==> src/rtl/sd_spi_data_check.sv <==
// Checks each sector read from the SD card against the pattern (seed + index) mod 256.
// Optional CRC16-CCITT trailer check is enabled by defining SD_CHECK_CRC16_EN.
module sd_spi_data_check #(
  parameter int unsigned BLOCK_BYTES = 512
) (
  input  logic        clk,
  input  logic        reset_n,
  input  logic        rd_start,
  input  logic [31:0] sector_addr,
  input  logic        rd_data_valid,
  input  logic [7:0]  rd_data,
  input  logic        rd_done,
  output logic        error_flag,
  output logic        check_busy,
  output logic [15:0] err_count,
  output logic [15:0] blocks_ok
);

  localparam int unsigned CNT_W = $clog2(BLOCK_BYTES + 1);

`ifdef SD_CHECK_CRC16_EN
  typedef enum logic [1:0] {IDLE = 2'd0, DATA = 2'd1, REPORT = 2'd2, CRC = 2'd3} state_e;
`else
  typedef enum logic [1:0] {IDLE = 2'd0, DATA = 2'd1, REPORT = 2'd2} state_e;
`endif

  state_e             state_q, state_d;
  logic [7:0]         seed_q, seed_d;
  logic [CNT_W-1:0]   byte_cnt_q, byte_cnt_d;
  logic               block_err_q, block_err_d;
  logic               error_flag_q, error_flag_d;
  logic [15:0]        err_count_q, err_count_d;
  logic [15:0]        blocks_ok_q, blocks_ok_d;
  logic               last_byte;
  logic [7:0]         expected;
  logic               unused_addr_hi;

`ifdef SD_CHECK_CRC16_EN
  logic [15:0]        crc_q, crc_d;
  logic               crc_idx_q, crc_idx_d;

  function automatic logic [15:0] crc16_byte(input logic [15:0] crc, input logic [7:0] data);
    logic [15:0] c;
    logic        fb;
    c = crc;
    for (int unsigned k = 0; k < 8; k++) begin
      fb = c[15] ^ data[7-k];
      c  = {c[14:0], 1'b0};
      if (fb) c = c ^ 16'h1021;
    end
    return c;
  endfunction
`endif

  assign unused_addr_hi = ^sector_addr[31:8];
  assign last_byte      = rd_data_valid && (byte_cnt_q == CNT_W'(BLOCK_BYTES - 1));
  assign expected       = seed_q + 8'(byte_cnt_q);

  always_comb begin
    state_d      = state_q;
    seed_d       = seed_q;
    byte_cnt_d   = byte_cnt_q;
    block_err_d  = block_err_q;
    error_flag_d = 1'b0;
    err_count_d  = err_count_q;
    blocks_ok_d  = blocks_ok_q;
`ifdef SD_CHECK_CRC16_EN
    crc_d        = crc_q;
    crc_idx_d    = crc_idx_q;
`endif
    case (state_q)
      IDLE: begin
        if (rd_start) begin
          seed_d      = sector_addr[7:0];
          byte_cnt_d  = '0;
          block_err_d = 1'b0;
`ifdef SD_CHECK_CRC16_EN
          crc_d       = '0;
          crc_idx_d   = 1'b0;
`endif
          state_d     = DATA;
        end
      end
      DATA: begin
        if (rd_data_valid) begin
          if (rd_data != expected) block_err_d = 1'b1;
          byte_cnt_d = byte_cnt_q + CNT_W'(1);
`ifdef SD_CHECK_CRC16_EN
          crc_d      = crc16_byte(crc_q, rd_data);
`endif
        end
`ifdef SD_CHECK_CRC16_EN
        // With the trailer enabled, rd_done on the last data byte still leaves the CRC missing.
        if (rd_done) begin
          block_err_d = 1'b1;
          state_d     = REPORT;
        end else if (last_byte) begin
          state_d = CRC;
        end
`else
        if (last_byte) begin
          state_d = REPORT;
        end else if (rd_done) begin
          block_err_d = 1'b1;
          state_d     = REPORT;
        end
`endif
      end
`ifdef SD_CHECK_CRC16_EN
      CRC: begin
        if (rd_data_valid) begin
          if (!crc_idx_q) begin
            if (rd_data != crc_q[15:8]) block_err_d = 1'b1;
            crc_idx_d = 1'b1;
          end else begin
            if (rd_data != crc_q[7:0]) block_err_d = 1'b1;
            state_d = REPORT;
          end
        end
        if (rd_done && !(rd_data_valid && crc_idx_q)) begin
          block_err_d = 1'b1;
          state_d     = REPORT;
        end
      end
`endif
      REPORT: begin
        error_flag_d = block_err_q;
        if (block_err_q) begin
          err_count_d = (err_count_q == 16'hFFFF) ? err_count_q : err_count_q + 16'd1;
        end else begin
          blocks_ok_d = (blocks_ok_q == 16'hFFFF) ? blocks_ok_q : blocks_ok_q + 16'd1;
        end
        state_d = IDLE;
      end
      default: state_d = IDLE;
    endcase
  end

  always_ff @(posedge clk or negedge reset_n) begin
    if (!reset_n) begin
      state_q      <= IDLE;
      seed_q       <= '0;
      byte_cnt_q   <= '0;
      block_err_q  <= 1'b0;
      error_flag_q <= 1'b0;
      err_count_q  <= '0;
      blocks_ok_q  <= '0;
`ifdef SD_CHECK_CRC16_EN
      crc_q        <= '0;
      crc_idx_q    <= 1'b0;
`endif
    end else begin
      state_q      <= state_d;
      seed_q       <= seed_d;
      byte_cnt_q   <= byte_cnt_d;
      block_err_q  <= block_err_d;
      error_flag_q <= error_flag_d;
      err_count_q  <= err_count_d;
      blocks_ok_q  <= blocks_ok_d;
`ifdef SD_CHECK_CRC16_EN
      crc_q        <= crc_d;
      crc_idx_q    <= crc_idx_d;
`endif
    end
  end

  assign error_flag = error_flag_q;
  assign check_busy = (state_q != IDLE);
  assign err_count  = err_count_q;
  assign blocks_ok  = blocks_ok_q;

endmodule

==> config.mk <==
export PLATFORM = sky130hd
export DESIGN_NAME = sd_spi_data_check
export DESIGN_NICKNAME = d
export VERILOG_FILES = /design/src/rtl/sd_spi_data_check.sv
export SDC_FILE = /design/constraint.sdc
export NUM_CORES = 1
export LEC_CHECK = 0
export BUFFER_PORTS_ARGS = -buffer_cell sky130_fd_sc_hd__buf_2
export CORE_MARGIN = 2
export CORE_UTILIZATION = 45
export CTS_CLUSTER_SIZE = 12
export DETAILED_ROUTE_END_ITERATION = 8
export PLACE_DENSITY = 0.71
export SETUP_SLACK_MARGIN = 0.2
export SLEW_MARGIN = 20
export SYNTH_ARGS = -nofsm -noshare
export SYNTH_HDL_FRONTEND = slang
export SYNTH_SLANG_ARGS = --single-unit
==> constraint.sdc <==
create_clock -name clk -period 2.9 [get_ports clk]
set_input_delay 0 -clock clk [delete_from_list [all_inputs] [get_ports clk]]
set_output_delay 0 -clock clk [all_outputs]
set_load 0.05 [all_outputs]
After elaboration in Yosys (flattened, before gate mapping)

Cells that the tools add are included.

Add/sub/neg operators: 4
Reductions and logical operators: 10
Bitwise gates (word level): 3
Equality and inequality tests: 9
Muxes and demuxes: 14

Operators with widths:

| operator                                             | count |
|---|---|
| adder 16 x 1 -> 16 bit, second input constant        | 2 |
| equality test 16 bit, second input constant          | 2 |
| two-way mux 10 bit                                   | 2 |
| case mux 10 bit (2 select lines)                     | 1 |
| adder 10 x 1 -> 10 bit, second input constant        | 1 |
| equality test 10 x 9 -> 1 bit, second input constant | 1 |
| AND reduction 3 bit                                  | 3 |
| adder 8 bit                                          | 1 |
| inequality test 8 bit                                | 1 |
| two-way mux 1 bit                                    | 6 |
| two-way mux 2 bit                                    | 3 |
| AND reduction 2 bit                                  | 3 |
| inequality test 2 bit, second input constant         | 2 |
| case mux 2 bit (2 select lines)                      | 1 |
| nonzero test 2 bit                                   | 2 |
| inequality test 3 bit, second input constant         | 1 |
| inverter 1 bit                                       | 3 |
| equality test 2 x 1 -> 1 bit, second input constant  | 1 |
| equality test 2 bit, second input constant           | 1 |
| zero test 2 bit                                      | 1 |
| case mux 1 bit (2 select lines)                      | 1 |
| logical AND 1 bit                                    | 1 |

Bits in registers: 54
Input bits: 45

Longest topological paths before layout

Gate-level depths: netlist of the first run.

Depth after elaboration: 7
Gate-level depth with buffers: 8
Mapped depth without buffers: 8

Worst setup path before layout of the first run

OpenSTA, ideal clock, no wires.

Path kind: flip-flop to flip-flop
From: register blocks_ok_q[0], in the netlist blocks_ok[0]
To: register blocks_ok_q[4], in the netlist blocks_ok[4]
Path buffers: 0
Setup time: 143 ps
Setup slack: 745 ps
Stages on the path, launching flop included: 8
Data arrival time: 2012 ps
Cells stage by stage: dfrtp_1 > ha_1 > and2_2 > and4_1 > a31oi_1 > and2_1 > nand2_1 > xnor2_1

Word-level cells in the longest chain between the ends: 3
Elaborated cells between the ends (all ways): 4
Classes of those cells: add/sub (1); eq/ne (1); bitwise (1); reduce/logical (1)

RTL lines:

| what                                                           | line | source |
|---|---|---|
| from (decl)                                                    | 33   | `logic [15:0] blocks_ok_q, blocks_ok_d;` |
| from (signal assigned)                                         | 159  | `blocks_ok_q <= blocks_ok_d;` |
| branches (longest 3 deep; another with adder 16 x 1 -> 16 bit) | --   |  |

Parallel ways; which one is timed is not known.
A chain may end at the register's enable or synchronous reset.

Final worst setup path of the first run

From: register byte_cnt_q[0]
To: register block_err_q

Word-level cells in the longest chain between the ends: 7
Elaborated cells between the ends (all ways): 9
Classes of those cells: add/sub (1); eq/ne (2); mux (5); reduce/logical (1)

RTL lines:

| what                                | line | source |
|---|---|---|
| from (decl)                         | 29   | `logic [CNT_W-1:0] byte_cnt_q, byte_cnt_d;` |
| from (signal assigned)              | 155  | `byte_cnt_q <= byte_cnt_d;` |
| adder 8 bit                         | 57   | `assign expected = seed_q + 8'(byte_cnt_q);` |
| inequality test 8 bit               | 86   | `if (rd_data != expected) block_err_d = 1'b1;` |
| two-way mux 1 bit                   | 86   |  |
| two-way mux 1 bit                   | 85   | `if (rd_data_valid) begin` |
| two-way mux 1 bit                   | 103  | `end else if (rd_done) begin` |
| two-way mux 1 bit (*)               | 101  | `if (last_byte) begin` |
| case mux 1 bit (2 select lines) (*) | 71   | `case (state_q)` |
| to (signal assigned)                | 156  | `block_err_q <= block_err_d;` |
| to (decl)                           | 30   | `logic block_err_q, block_err_d;` |

Every way passes the cells marked *; elsewhere a longest branch is shown, timed or not.

==> results of run 1 <==
## metal layers
metal,vias up,global-route usage (%),wire (um)
li1,1045,-,-
met1,1000,23.34,2501
met2,49,28.39,2580
met3,11,3.261,249
met4,0,5.082,97
met5,-,0,0
## worst min-delay path by stage
stage | start | to | slack [ns]
after global placement | reset_n | seed_q[0]$_DFFE_PN0P_ | 0.14
after global routing | rd_start | block_err_q$_DFFE_PN0P_ | 0.08
after CTS | rd_start | block_err_q$_DFFE_PN0P_ | 0.06
after detailed placement | reset_n | seed_q[1]$_DFFE_PN0P_ | 0.15
after floorplan | reset_n | block_err_q$_DFFE_PN0P_ | -0.30
final | rd_start | block_err_q$_DFFE_PN0P_ | 0.06
## metrics by stage
| stage | instance area, um2 | utilization, % | total power [uW] | hold WS, ns | worst slack [ns] |
|---|---|---|---|---|---|
| 2_1_floorplan | 2778 | - | 1644 | -0.2956 | 0.7448 |
| 3_3_place_gp | 3146 | 52.82 | 1820 | 0.1444 | 0.6556 |
| 3_5_place_dp | 3146 | 52.82 | 1840 | 0.1519 | 0.6192 |
| 4_1_cts | 3408 | 57.23 | 2475 | 0.05646 | 0.5894 |
| 5_1_grt | 3408 | 57.23 | 2606 | 0.07681 | 0.4062 |
| 6_report | 3408 | 57.23 | 2455 | 0.06107 | 0.5859 |
## where the power goes
group / switching (uW) / internal [uW]
clock: 248 / 368
combinational: 496 / 338
sequential: 124 / 881
## critical path, cell delays in order, from the launching register on
cell	delay (ns)
dfrtp_1	0.43
ha_1	0.22
fa_1	0.43
a211oi_1	0.29
o21bai_1	0.11
a21oi_1	0.21
xnor2_1	0.10
nor4_1	0.30
o21ai_0	0.11
## registers in the layout (all words and copies together), names as in the netlist
register / count
blocks_ok: 16
err_count: 16
byte_cnt_q: 10
seed_q: 8
state_q: 2
block_err_q: 1
error_flag: 1
## logic make-up (layout without fill, tap and decap cells)
| kind of cell | Yosys count | in the layout | synth area share, % |
|---|---|---|---|
| and+or+nand+nor | 96 | 96 | 18.11 |
| buffers and inverters | 8 | 81 | 1.081 |
| xor gates and xnor gates | 52 | 52 | 16.40 |
| AOI/OAI and AO/OA | 24 | 24 | 5.766 |
| adders and majority gates | 11 | 11 | 5.225 |
| DFF | 54 | 54 | 48.65 |
| muxes | 12 | 12 | 4.775 |
## synth_stat cells, drive strengths merged
cell type	count	area share [%]
nand3	14	2.5
nor4	2	0.45
nor3	7	1.3
clkbuf	2	0.27
and3	3	0.68
a211oi	1	0.27
nand2b	3	0.95
nor2b	1	0.23
o21ai	6	1.1
or3	1	0.23
nor2	18	2.4
xor2	20	6.3
or3b	1	0.32
o21a	2	0.54
dfrtp	54	49
o21bai	1	0.27
and2	4	0.99
a31oi	2	0.45
xnor2	32	10
o41ai	1	0.32
a21o	2	0.54
a211o	1	0.32
fa	1	0.72
and4	7	2.3
inv	5	0.68
nand2	23	3.1
buf	1	0.14
nand4	11	2.5
ha	10	4.5
mux2	10	4.1
a2bb2oi	1	0.32
a21oi	7	1.7
mux2i	2	0.72
or2	1	0.23
## final cells by class
cell class	instances	area [um2]	share of cell area, %
clock inverter	2	60.06	1.762
clock buffer	6	82.58	2.423
multi-input combinational	195	1396	40.97
sequential	54	1351	39.65
timing repair buffer	68	405.4	11.89
tap	75	93.84	2.753
inverter	5	18.77	0.5507
==> reports/qor.csv, run 1 <==
metric,value,unit
stdcell_count,405,
cp_max_fo,5,
cts_buffers,5,
arrival,2.50,ns
pin_count,79,
cts_hold_buf,12,
cp-startpoint,byte_cnt_q[0]$_DFFE_PN0P_,
rows,28,
crit_path_end_kind,flop,
cp.required,3.09,ns
final_nets,385,
finalCritPeriodShare,79.80,%
regToRegEndpoint,block_err_q$_DFFE_PN0P_,
first_global_vias,2029,
cts_setup_buffers,0,
vias,2105,
critPathKind,flop to flop,
grt_max_degree,38,
netlist_area,0.002778,mm2
wl,5.427,mm
cts-root-buf,clkbuf_8,
layout_common_cells,"dfrtp_1, buf_2, xnor2_1, nand2_1, xor2_1",
clkSinkCount,54,
drc,0,
cts-resized-gates,0,
grt_setup_unrepaired,false,
fin_setup_tns,0,ns
fin_crit,2.314,ns
synthCells,257,
die_x,82.57,um
synth.distinct_cells,38,
track_usage,17.31,%
dp_hpwl,3.867,mm
hold_class,input port to flop,
cts_tree,built,
r2r_start,byte_cnt_q[0]$_DFFE_PN0P_,
reg2reg_depth,8,
ys_seq_area_share,48.65,%
drt-initial-drc-count,86,
initial_utilization,46.64,%
grt.overflow.total,0,
power_density,720.3,mW/mm2
fin_skew,0.003646,ns
dr.pass1.iters,6,
syn_nets,313,
yosys_warnings,0,
syn-mean-instance-area,10.81,um2
antenna_found_initial,0,
vias_per_cell,5.198,
ys_seq_elements,54,
placedCellCount,385,
syn_to_final_growth,22.70,%
relSlewSlack,44.15,%
setup_viol_count_final,0,
vdd_drop_max,0.5758,mV
die_y,82.57,um
htreeDepth,2,
drive_gt1_share,24.24,%
ant_nets,0,
worst_slew_pin_slew,0.8377,ns
diodes,0,
clk_pin_slew,0.10,ns
grt_pass1_wl,9.232,mm
clock_latency,0.30,ns
fillCellCount,532,
reg2reg_slack,0.59,ns
gp_congestion,0.7692,
crit_path_start_kind,flop,
port_buffers,54,
crit_path_end,block_err_q$_DFFE_PN0P_,
p_leak,0.001668,uW
die_area,0.006817,mm2
cts.path.max_buffers,2,
holdPathStages,4,
cap_violations,0,
slew_viol_final,0,
core-area,0.005956,mm2
outcome,finished clean,
max_clock_freq,432.1,MHz
wl_per_cell,13.40,um
final_hold_viol_count,0,
No activity file was read; power rests on OpenSTA's default activity.
==> run 2, diff against run 1 <==
- clock period: 2.9 -> 2.13 ns (I/O delays scaled with it)
==> reports/qor.csv, run 2 (same netlist as run 1, synthesis figures left out) <==
metric,value,unit,change
initial_utilization,46.64,%,unchanged
die_area,0.006817,mm2,unchanged
cts.path.max_buffers,2,,unchanged
crit_path_end_kind,flop,,unchanged
hold_class,input port to async pin,,was input port to flop
crit_chain,ha_2 -> fa_2 -> a211oi_2 -> o21bai_1 -> a21oi_1 -> xnor2_1 -> nor4_2 -> o21ai_1,,was ha_1 -> fa_1 -> a211oi_1 -> o21bai_1 -> a21oi_1 -> xnor2_1 -> nor4_1 -> o21ai_0
die_y,82.57,um,unchanged
pin_count,79,,unchanged
cp.required,2.32,ns,was 3.09 ns
regArea,0.001356,mm2,was 0.001351 mm2
multi_input_area,0.001484,mm2,was 0.001396 mm2
cts_buffers,5,,unchanged
antenna_found_initial,0,,unchanged
vias_per_cell,5.131,,was 5.198
cap_violations,0,,unchanged
p_clk_share,20.0,%,was 25.1%
wl_per_cell,13.86,um,was 13.40 um
drt-initial-drc-count,78,,was 86
syn_to_final_growth,28.51,%,was 22.70%
final_nets,399,,was 385
clk_pin_slew,0.09,ns,was 0.10 ns
gp_congestion,0.8108,,was 0.7692
cpLargestDelayFamily,adder cells,,was compound AO/OA/AOI/OAI gates
critPathKind,flop to flop,,unchanged
outcome,finished clean,,unchanged
drc,0,,unchanged
layout_common_cells,"buf_2, dfrtp_1, xnor2_1, nand2_1, xor2_1",,"was dfrtp_1, buf_2, xnor2_1, nand2_1, xor2_1"
port_buffers,54,,unchanged
clkSinkCount,54,,unchanged
final_hold_viol_count,0,,unchanged
p_int,2135,uW,was 1587 uW
arrival,2.17,ns,was 2.50 ns
combPwrFrac,39.6,%,was 34.0%
drive_gt1_share,33.43,%,was 24.24%
post-route-util,59.94,%,was 57.23%
setup_viol_count_final,0,,unchanged
sw_frac_of_total,37.23,%,was 35.35%
rows,28,,unchanged
first_global_vias,2064,,was 2029
netSwitchingPower,1266,uW,was 867.9 uW
cts_tree,built,,unchanged
grt_setup_unrepaired,true,,was false
track_usage,17.60,%,was 17.31%
slew_viol_final,0,,unchanged
fin_crit,1.983,ns,was 2.314 ns
fin_hold_ws,0.2261,ns,was 0.06107 ns
wl,5.807,mm,was 5.427 mm
cpMaxStageDelayCell,dfrtp_1,,unchanged
crit_path_start_kind,flop,,unchanged
cts-root-buf,clkbuf_8,,unchanged
fillCellCount,542,,was 532
power.total,3401,uW,was 2455 uW
grt.overflow.total,0,,unchanged
vias,2150,,was 2105
p_leak,0.001723,uW,was 0.001668 uW
cp_num_buf_inv,0,,unchanged
grt_pass1_wl,9.218,mm,was 9.232 mm
power_density,952.8,mW/mm2,was 720.3 mW/mm2
dp_hpwl,4.103,mm,was 3.867 mm
finalCritPeriodShare,93.08,%,was 79.80%
diodes,0,,unchanged
ant_nets,0,,unchanged
core-area,0.005956,mm2,unchanged
clock_latency,0.31,ns,was 0.30 ns
fin_skew,0.005556,ns,was 0.003646 ns
grt_max_degree,27,,was 38
dr.pass1.iters,7,,was 6
max_clock_freq,504.4,MHz,was 432.1 MHz
seqPwrFrac,40.4,%,was 40.9%
cpPeakStageDelay,0.39,ns,was 0.43 ns
die_x,82.57,um,unchanged
cp_max_fo,3,,was 5
worst_slew_pin_slew,0.6030,ns,was 0.8377 ns
htreeDepth,2,,unchanged
vdd_drop_max,0.9837,mV,was 0.5758 mV
relSlewSlack,59.80,%,was 44.15%
final_common_cell,buf_2,,
run 2: final timing paths:
check | from | endpoint | slack (ns) | cells after the start
min | reset_n | blocks_ok[5]$_DFFE_PN0P_ | 0.23 | 2
max reg2reg | byte_cnt_q[0]$_DFFE_PN0P_ | block_err_q$_DFFE_PN0P_ | 0.15 | 8
max | byte_cnt_q[0]$_DFFE_PN0P_ | block_err_q$_DFFE_PN0P_ | 0.15 | 8
min reg2reg | blocks_ok[0]$_DFFE_PN0P_ | blocks_ok[0]$_DFFE_PN0P_ | 0.49 | 1
min in group clk | rd_data[5] | block_err_q$_DFFE_PN0P_ | 0.26 | 5
max in group asynchronous | reset_n | err_count[0]$_DFFE_PN0P_ | 1.24 | 3
run 2: worst register-to-register path: cells and delay by family (launching register included):
family	cells	cell delay (ns)
and+or+nand+nor	1	0.22
AOI/OAI and AO/OA	4	0.58
adders and majority gates	2	0.59
xor gates and xnor gates	1	0.11
DFF	1	0.39
run 2: power groups by stage:
stage          clock network, uW  registers, uW  logic (uW)
2_1_floorplan                  0           1610         657
3_3_place_gp                   0           1390        1150
3_5_place_dp                   0           1400        1160
4_1_cts                      702           1380        1220
5_1_grt                      741           1410        1460
6_report                     679           1380        1350
run 2: area by class of cell:
type / instances / area share, %
Inverter: 5 / 0.5258
Timing Repair Buffer: 82 / 14.30
Tap cell: 75 / 2.629
Multi-Input combinational cell: 195 / 41.57
Clock buffer: 7 / 2.138
Clock inverter: 1 / 0.8412
Sequential cell: 54 / 38.00
run 2: what timing repair did:
item	4_1_cts	5_1_grt
hold endpoints to repair	36	0
resized for setup	4	13
buffers inserted	1	8
hold buffers	12	0
pin swaps	3	13
endpoints found under the setup margin	1	11
run 2: routing by layer:
metal / vias to the layer above / part of all wire, % / wire length, um / track usage, %
li1: 1066 / - / - / -
met1: 1029 / 45 / 2603 / 22.20
met2: 47 / 50 / 2916 / 30.56
met3: 8 / 3.7 / 212 / 2.935
met4: 0 / 1.3 / 75 / 5.902
met5: - / 0 / 0 / 0
run 2: metrics by stage:
step,TNS [ns],area (um2),setup WS [ns],std cells
after floorplan,0,2809,0.1933,257
after global placement,0,3214,0.07376,390
after detailed placement,-0.01533,3214,-0.01533,390
after CTS,0,3461,0.009118,411
after global routing,-0.001007,3570,-0.001007,419
final,0,3570,0.1475,419
